===== config.mk =====
export PLATFORM = sky130hd
export DESIGN_NAME = network_sequencer
export DESIGN_NICKNAME = d
export VERILOG_FILES = /design/src/rtl/network_seq_pkg.sv /design/src/rtl/layer_watchdog.sv /design/src/rtl/network_sequencer.sv
export SDC_FILE = /design/constraint.sdc
export NUM_CORES = 1
export LEC_CHECK = 0
export BUFFER_PORTS_ARGS = -buffer_cell sky130_fd_sc_hd__buf_2
export CORE_MARGIN = 1
export CORE_UTILIZATION = 49
export DETAILED_ROUTE_END_ITERATION = 7
export HOLD_SLACK_MARGIN = 0.06
export PLACE_DENSITY = 0.91
export SLEW_MARGIN = 25
export SYNTH_ARGS = -nofsm -noshare
export SYNTH_HDL_FRONTEND = slang
export SYNTH_SLANG_ARGS = --single-unit

===== constraint.sdc =====
create_clock -name clk -period 2 [get_ports clk]
set_input_delay 0.4 -clock clk [delete_from_list [all_inputs] [get_ports clk]]
set_output_delay 0.4 -clock clk [all_outputs]
set_load 0.05 [all_outputs]

===== src/rtl/network_seq_pkg.sv =====
// rtl/network_seq_pkg.sv - shared types and helpers for the network sequencer
//
// Purpose: pass-sequencer state encoding, perf counter width and a
//          saturating increment helper used by the status counters.
// Ports:   none (package).

package network_seq_pkg;

   typedef enum logic [2:0] {
      IDLE    = 3'd0,
      SHIFT   = 3'd1,
      START   = 3'd2,
      WAIT    = 3'd3,
      ADVANCE = 3'd4,
      DONE    = 3'd5
   } state_t;

   localparam int PERF_W = 16;

   // Increment that sticks at the all-ones value of a 'width'-bit counter.
   function automatic logic [31:0] sat_inc(input logic [31:0] value, input int unsigned width);
      logic [31:0] max_v;
      max_v = (width >= 32) ? 32'hFFFF_FFFF : ((32'd1 << width) - 32'd1);
      return (value >= max_v) ? max_v : (value + 32'd1);
   endfunction

endpackage


===== src/rtl/layer_watchdog.sv =====
// rtl/layer_watchdog.sv - per-layer conv_done wait watchdog
//
// Purpose: counts cycles spent waiting for one layer's conv_done and flags
//          expiry on the MAX_WAIT-th waiting cycle.
// Ports:
//   clk      in  clock
//   rst      in  synchronous reset, active-high
//   clear    in  restart the count (issued when a layer is started)
//   enable   in  a waiting cycle is in progress
//   expired  out this waiting cycle is the last one allowed

module layer_watchdog #(
   parameter int MAX_WAIT = 1024
) (
   input  logic clk,
   input  logic rst,
   input  logic clear,
   input  logic enable,
   output logic expired
);

   localparam int CW = (MAX_WAIT > 1) ? $clog2(MAX_WAIT) : 1;

   logic [CW-1:0] wait_cnt_q;
   logic [CW-1:0] wait_cnt_d;

   always_comb begin
      wait_cnt_d = wait_cnt_q;
      if (clear) begin
         wait_cnt_d = '0;
      end else if (enable) begin
         wait_cnt_d = wait_cnt_q + CW'(1);
      end
   end

   always_ff @(posedge clk) begin
      if (rst) begin
         wait_cnt_q <= '0;
      end else begin
         wait_cnt_q <= wait_cnt_d;
      end
   end

   // Count 0 is the first waiting cycle, so MAX_WAIT-1 is the last one.
   assign expired = enable && (wait_cnt_q == CW'(MAX_WAIT - 1));

endmodule


===== src/rtl/network_sequencer.sv =====
// rtl/network_sequencer.sv - forward-pass sequencer for an N-layer cached conv network
//
// Purpose: one accepted sample strobe runs one pass: advance input shift
//          buffer, then per layer start conv / wait done / advance cache,
//          then latch the final layer output. Includes a per-layer done
//          watchdog, saturating overrun accounting and optional pass timing.
// Build option: NETWORK_SEQ_PERF_EN enables pass_cycles/max_pass_cycles;
//          without it both ports are tied to zero.
// Ports:
//   clk, rst          clock, synchronous active-high reset
//   sample_strobe     new sample pulse
//   clr_status        clears timeout, overrun_count, max_pass_cycles
//   lsb_advance       pulse: clock input shift buffers
//   conv_start        one-hot pulse: start conv[layer]
//   conv_done         conv[i] output valid (level)
//   cache_advance     one-hot pulse: capture conv[layer] into cache[layer]
//   last_out          final conv packed output (element 0 in MSBs)
//   sample_out        registered network output
//   out_valid         pulse: sample_out updated
//   busy              pass in progress
//   timeout           sticky layer wait timeout
//   overrun_count     saturating count of dropped strobes
//   pass_cycles       length of last completed pass
//   max_pass_cycles   longest pass since reset/clear

module network_sequencer
   import network_seq_pkg::*;
#(
   parameter int W        = 16,
   parameter int OUT_D    = 4,
   parameter int N_LAYERS = 3,
   parameter int MAX_WAIT = 1024,
   parameter int OVR_W    = 8
) (
   input  logic                   clk,
   input  logic                   rst,
   input  logic                   sample_strobe,
   input  logic                   clr_status,
   output logic                   lsb_advance,
   output logic [N_LAYERS-1:0]    conv_start,
   input  logic [N_LAYERS-1:0]    conv_done,
   output logic [N_LAYERS-2:0]    cache_advance,
   input  logic [OUT_D*W-1:0]     last_out,
   output logic [OUT_D*W-1:0]     sample_out,
   output logic                   out_valid,
   output logic                   busy,
   output logic                   timeout,
   output logic [OVR_W-1:0]       overrun_count,
   output logic [PERF_W-1:0]      pass_cycles,
   output logic [PERF_W-1:0]      max_pass_cycles
);

   localparam int LW = (N_LAYERS > 1) ? $clog2(N_LAYERS) : 1;
   localparam int CW = N_LAYERS - 1;

   state_t               state_q, state_d;
   logic [LW-1:0]        layer_q, layer_d;
   logic [OUT_D*W-1:0]   sample_out_q, sample_out_d;
   logic                 timeout_q, timeout_d;
   logic [OVR_W-1:0]     overrun_q, overrun_d;

   logic wd_clear;
   logic wd_enable;
   logic wd_expired;
   logic timeout_evt;
   logic accept;
   logic drop;

   // Watchdog controls depend on state only, keeping them out of the
   // next-state process that consumes wd_expired.
   assign wd_clear  = (state_q == START);
   assign wd_enable = (state_q == WAIT);

   layer_watchdog #(
      .MAX_WAIT (MAX_WAIT)
   ) u_watchdog (
      .clk     (clk),
      .rst     (rst),
      .clear   (wd_clear),
      .enable  (wd_enable),
      .expired (wd_expired)
   );

   assign accept = sample_strobe && ((state_q == IDLE) || (state_q == DONE));
   // WAIT includes the abort cycle, so a strobe coinciding with a timeout
   // is dropped and counted rather than starting a new pass.
   assign drop   = sample_strobe && ((state_q == SHIFT) || (state_q == START) ||
                                     (state_q == WAIT)  || (state_q == ADVANCE));

   // State register
   always_ff @(posedge clk) begin
      if (rst) begin
         state_q      <= IDLE;
         layer_q      <= '0;
         sample_out_q <= '0;
         timeout_q    <= 1'b0;
         overrun_q    <= '0;
      end else begin
         state_q      <= state_d;
         layer_q      <= layer_d;
         sample_out_q <= sample_out_d;
         timeout_q    <= timeout_d;
         overrun_q    <= overrun_d;
      end
   end

   // Next-state and datapath updates
   always_comb begin
      state_d      = state_q;
      layer_d      = layer_q;
      sample_out_d = sample_out_q;
      timeout_evt  = 1'b0;

      case (state_q)
         IDLE: begin
            if (sample_strobe) state_d = SHIFT;
         end
         SHIFT: begin
            layer_d = '0;
            state_d = START;
         end
         START: begin
            state_d = WAIT;
         end
         WAIT: begin
            // Only the active layer's done bit matters, and only here.
            if (conv_done[layer_q]) begin
               if (layer_q == LW'(N_LAYERS - 1)) begin
                  sample_out_d = last_out;
                  state_d      = DONE;
               end else begin
                  state_d = ADVANCE;
               end
            end else if (wd_expired) begin
               timeout_evt = 1'b1;
               state_d     = IDLE;
            end
         end
         ADVANCE: begin
            layer_d = layer_q + LW'(1);
            state_d = START;
         end
         DONE: begin
            state_d = sample_strobe ? SHIFT : IDLE;
         end
         default: begin
            state_d = IDLE;
         end
      endcase

      // A same-cycle event beats clr_status.
      if (timeout_evt) begin
         timeout_d = 1'b1;
      end else if (clr_status) begin
         timeout_d = 1'b0;
      end else begin
         timeout_d = timeout_q;
      end

      if (drop) begin
         overrun_d = clr_status ? OVR_W'(1) : OVR_W'(sat_inc(32'(overrun_q), OVR_W));
      end else if (clr_status) begin
         overrun_d = '0;
      end else begin
         overrun_d = overrun_q;
      end
   end

   // Output decode of the registered state
   always_comb begin
      lsb_advance   = (state_q == SHIFT);
      conv_start    = (state_q == START)   ? (N_LAYERS'(1) << layer_q) : '0;
      cache_advance = (state_q == ADVANCE) ? (CW'(1) << layer_q)       : '0;
      out_valid     = (state_q == DONE);
      busy          = (state_q != IDLE) && (state_q != DONE);
   end

   assign sample_out    = sample_out_q;
   assign timeout       = timeout_q;
   assign overrun_count = overrun_q;

`ifdef NETWORK_SEQ_PERF_EN
   logic [PERF_W-1:0] pass_cnt_q, pass_cnt_d;
   logic [PERF_W-1:0] pass_cycles_q, pass_cycles_d;
   logic [PERF_W-1:0] max_pass_q, max_pass_d;

   always_comb begin
      pass_cnt_d    = pass_cnt_q;
      pass_cycles_d = pass_cycles_q;
      max_pass_d    = max_pass_q;

      // The count loaded on acceptance covers the strobe cycle and the
      // SHIFT cycle, so in DONE it holds the full pass length.
      if (accept) begin
         pass_cnt_d = PERF_W'(2);
      end else if (busy) begin
         pass_cnt_d = pass_cnt_q + PERF_W'(1);
      end

      if (state_q == DONE) begin
         pass_cycles_d = pass_cnt_q;
         if (clr_status || (pass_cnt_q > max_pass_q)) begin
            max_pass_d = pass_cnt_q;
         end
      end else if (clr_status) begin
         max_pass_d = '0;
      end
   end

   always_ff @(posedge clk) begin
      if (rst) begin
         pass_cnt_q    <= '0;
         pass_cycles_q <= '0;
         max_pass_q    <= '0;
      end else begin
         pass_cnt_q    <= pass_cnt_d;
         pass_cycles_q <= pass_cycles_d;
         max_pass_q    <= max_pass_d;
      end
   end

   assign pass_cycles     = pass_cycles_q;
   assign max_pass_cycles = max_pass_q;
`else
   assign pass_cycles     = '0;
   assign max_pass_cycles = '0;
`endif

endmodule


-- After elaboration in Yosys (flattened, before gate mapping)
Cells that the tools add are included.
- bits in registers: 88
- bits of input ports: 71
- output and inout bits: 113
- add/subtract/negate cells: 3
- $lt $le $gt $ge: 2
- equality and inequality tests: 10
- shifts and indexed selects: 2
- muxes and demuxes: 20
- reductions and logical operators: 15
- operators with widths (cell ; number):
    8-bit 2-to-1 mux ; 4
    3-bit case mux with 5 select lines ; 1
    3-bit 2-to-1 mux ; 4
    10-bit by 1-bit adder with 10-bit output (second input constant) ; 1
    10-bit equality test (second input constant) ; 1
    8-bit by 1-bit adder with 8-bit output (second input constant) ; 1
    8-bit >= comparator (second input constant) ; 1
    1-bit 2-to-1 mux ; 8
    3-bit by 2-bit equality test with 1-bit output (second input constant) ; 2
    3-bit equality test (second input constant) ; 2
    3-bit != test (second input constant) ; 2
    2-bit nonzero test ; 3
    2-bit case mux with 2 select lines ; 1
    2-bit OR reduction ; 2
    3-bit by 1-bit equality test with 1-bit output (second input constant) ; 1
    1-bit logical AND ; 3
    3-bit logical NOT ; 1
    1-bit logical OR ; 3
    2-bit by 3-bit < comparator with 1-bit output (second input constant) ; 1
    3-bit AND reduction ; 1
    3-bit nonzero test ; 1
    1-bit by 2-bit left shift with 3-bit output (first input constant) ; 1
    2-bit by 1-bit adder with 2-bit output (second input constant) ; 1
    1-bit binary-select mux with 2-bit select ; 1
    other kinds (5) ; 5

-- Depth between registers and ports, before layout
- depth after elaboration: 6
- mapped depth: 6

-- Cells and area by module
Synthesis repeated with hierarchy kept, for this count alone.
- cells, all modules: 477
- area total of the unflattened synthesis: 4578.1 um^2
- modules (own cells, without submodules) (module ; instances ; cells an instance ; area an instance (um^2)):
    network_sequencer ; 1 ; 424 ; 4102.7
    layer_watchdog ; 1 ; 53 ; 475.5

-- Least setup slack after synthesis
No wires, ideal clock.
- path type: reg2out
- start: register state_q[1]
- end: output port lsb_advance
- arrival time: 1701 ps
- data required time: 1600 ps
- setup slack: -101 ps
- stages on the path, launching flop included: 3
- buffers on the path: 1
- cell sequence: dfxtp_1 clkbuf_1 nor3b_1
- cells in the longest elaborated chain, start to end: 1
- RTL lines (what ; RTL line ; RTL):
    from (decl) ; network_sequencer.sv:56 ; state_t state_q, state_d;
    from (signal assigned) ; network_sequencer.sv:99 ; state_q <= state_d;
    3-bit by 1-bit equality test with 1-bit output ; network_sequencer.sv:171 ; lsb_advance = (state_q == SHIFT);
    to (decl) ; network_sequencer.sv:39 ; output logic lsb_advance,
No other way between the ends.

-- Worst setup path in the final report
- start: register layer_q[1]
- end: output port cache_advance[0]
- cells in the longest elaborated chain, start to end: 2
- RTL lines (what ; RTL line ; RTL):
    from (decl) ; network_sequencer.sv:57 ; logic [LW-1:0] layer_q, layer_d;
    from (signal assigned) ; network_sequencer.sv:100 ; layer_q <= layer_d;
    1-bit by 2-bit left shift with 2-bit output ; network_sequencer.sv:173 ; cache_advance = (state_q == ADVANCE) ? (CW'(1) << layer_q) : '0;
    2-bit 2-to-1 mux ; network_sequencer.sv:173 ;
    to (decl) ; network_sequencer.sv:42 ; output logic [N_LAYERS-2:0] cache_advance,
No other way between the ends.

==> summary.txt <==
Timing
  • RSZ-0062 raised after global routing: false
  • Fmax achieved: 535 MHz
  • TNS Setup: 0 ps
  • Slew Limit Fails: 0
  • Fin crit share: between 90% and 100%
  • Hold Vio Cnt, Final: 0
  • Final worst slack: ~130 ps
  • Clock skew: between 10 and 15 ps
  • Final number of setup-violating endpoints: 0
  • Minimum clock period: 1870 ps

Die
  • Initial Util: between 50% and 60%
  • Row Count: 34
  • Core region area: ~0.0088 mm²
  • Die width: between 90 and 100 µm
  • Die Y: 97.6 µm
  • Die area: 0.00952 mm²
  • I/O pin count: around 180

Clock tree
  • CTS clock-pin slew for the worst setup and hold paths: ~100 ps
  • Total CTS buffers: 9
  • H-tree depth: 3
  • Clk_lat worst skew: about 340 ps
  • CTS sink cnt: 88
  • CTS tree: built
  • CTS Root Cell: clkbuf_8
  • Clock tree buffer depth: 2

Setup path
  • Worst Setup SP: layer_q[1]
  • Maximum fanout along the worst path: 7
  • Startpoint types: flip-flop
  • R2r worst-path depth: 4
  • Worst setup EP type: primary output
  • Critical R2R Capture: sample_out[43]
  • Worst r2r src: state_q[2]
  • Flop2flop setup slack: ~240 ps
  • Critical Path Max Stage Delay: about 450 ps
  • Arrival time at the worst endpoint: about 1500 ps
  • Critical Path, Cell by Cell: inv_1, ha_1, and3_1, clkbuf_4
  • Delay-heaviest family, CP: flip-flops
  • CP endpoint: cache_advance[0]
  • Worst path slowest cell: dfxtp_1
  • CP Buf/Inv Count: 2
  • WP depth: 4
  • Worst setup path class: reg -> out
  • WP data required: 1600 ps

Global route
  • Total track usage: a little under a fifth
  • Vias in the first global route: roughly 3200
  • GR Overflow Total: 0
  • First-pass GRT wire length: between 10000 and 15000 µm
  • Initial antenna violation count: 0
  • Pin count of the biggest net entering global routing: 85

Synth
  • Syn Area/Cell: 9.66 µm²
  • Count of state elements after synthesis: a little under 90
  • Mapped cell area: ~0.0045 mm²
  • Seq/Total Area, Yosys: about two fifths
  • Number of library cell types mapped by synthesis: 48
  • Cells after Synth: approximately 460
  • YS warnings: 0

Power and ir drop
  • Pwr Density: around 670 mW/mm²
  • Static Leak: around 0.0023 µW
  • Worst vdd rail ir drop: around 390 µV
  • Total Power: 3560 µW

Run
  • Max-cap violations: 0

Worst hold path
  • Hold path start: last_out[19]
  • HP Class: in -> reg

Finish
  • Commonest non-fill, non-tap cell in the layout: buf_2
  • Fin area: between 0.005 and 0.006 mm²
  • Share of cells above drive strength 1: between 30% and 40%
  • Register area: around 0.0018 mm²
  • Area delta synth->final: 19.2%
  • Fill count: about 740
  • Multi-input gate area: roughly 0.0024 mm²
  • N_diodes: 0
  • Highest-count cells in the layout ignoring fill and taps: 149 x buf_2, 129 x nand2b_1, 87 x dfxtp_1, 66 x mux2i_1, 32 x conb_1
  • Non-Filler Instances: 715
  • Nets: 678

Drt
  • Remaining antenna violation count: 0
  • Routed WL: 9300 µm
  • Initial DRC count: around 110
  • Wire length per cell: 13.0 µm
  • Via count: 3500
  • DRC: 0
  • DR pass1 iterations: 4
  • Via density: 4.90

Run status
  • Status: finished, final reports clean

Place
  • I/O Buffers: ~150
  • DPL Wire Length: between 6000 and 7000 µm
  • Placed cell area: ~0.0051 mm²
  • DP Worst Slack: 173 ps
  • Placed Cells: around 700
  • RePlAce Congestion: 0.852
-- tightest hold or removal path, delay by kind of cell --
family,cells,cell delay [ps]
simple gates,1,60
buf+inv,1,90
mux,1,60
-- how the worst min path moves through the flow --
stage	slack, ps	to	depth (start not counted)
3_3_place_gp	440	timeout	1
3_5_place_dp	440	timeout	1
2_1_floorplan	450	u_watchdog.wait_cnt_q[1]	2
5_1_grt	290	sample_out[17]	3
4_1_cts	280	sample_out[17]	3
6_report	300	sample_out[19]	3
-- synthesized netlist by cell type (all sizes together) --
cell     instances  area share (%)
nand2b         129              18
dfxtp           88              39
mux2i           66              15
buf             44             9.2
clkbuf          16             1.3
nor2            14             1.2
nand2           13             1.1
and3            10             1.5
a21oi            7            0.78
o21ai            7            0.78
nand3            6            0.67
ha               5             1.4
nand4            5            0.70
inv              4            0.34
nor3             4            0.56
xnor2            4            0.78
a311oi           3            0.59
nor4             3            0.42
or3              3            0.42
xor2             3            0.59
a21o             2            0.34
and3b            2            0.39
nand3b           2            0.62
nor3b            2            0.34
o21a             2            0.34
o21bai           2            0.34
o221a            2            0.50
o31ai            2            0.34
or2              2            0.28
a211oi           1            0.17
a22o             1            0.20
a22oi            1            0.17
a2bb2oi          1            0.20
a31o             1            0.20
a41oi            1            0.20
and2             1            0.14
conb             1           0.084
mux2             1            0.25
o211a            1            0.22
o311a            1            0.22
-- through the flow --
| stage | hold WS [ps] | utilization (%) |
|---|---|---|
| finish | 304 | 60.9 |
| detailed placement | 441 | 58.2 |
| floorplan | 453 | - |
| global route | 286 | 60.9 |
| global placement | 441 | 58.2 |
| CTS | 283 | 60.7 |
-- layer usage --
layer | global-route usage, % | vias to the layer above | wire [µm]
li1 | - | 1759 | -
met1 | 22.3 | 1613 | 4070
met2 | 32.7 | 121 | 4690
met3 | 4.17 | 7 | 482
met4 | 6.56 | 0 | 66
met5 | 0 | - | 0
-- final cells by class --
type | instances | share of cell area, %
multi-input combinational | 342 | 44.2
sequential | 88 | 33.0
timing repair buffer | 157 | 15.8
tap | 108 | 2.53
clock buffer | 10 | 2.39
clock inverter | 6 | 1.74
inverter | 4 | 0.281
-- state kept, by name, summed over array words and instances (netlist names) --
signal and cells:
timeout 1, overrun_count 8, sample_out 64, layer_q 2, state_q 3, u_watchdog.wait_cnt_q 10
-- where the power goes --
group,switching (µW),internal [µW]
clock network,631,711
registers,17.8,1760
logic,294,149
total,943,2620
-- cells by family after synthesis --
group	after synthesis	share of synthesized area, %
adders and majority gates	5	1.40
DFF	88	39.4
other	1	0.0838
buffers and inverters	64	10.8
and+or+nand+nor	196	26.3
xor gates and xnor gates	7	1.37
AOI/OAI and AO/OA	35	5.56
muxes	67	15.0
-- repair_timing --
action | in CTS | in global routing
hold buffers | 0 | 0
buffers inserted | 0 | 0
gates resized for setup | 1 | 5
setup endpoints to repair | 3 | 6
Note: power is estimated with default switching activity, not from simulation.
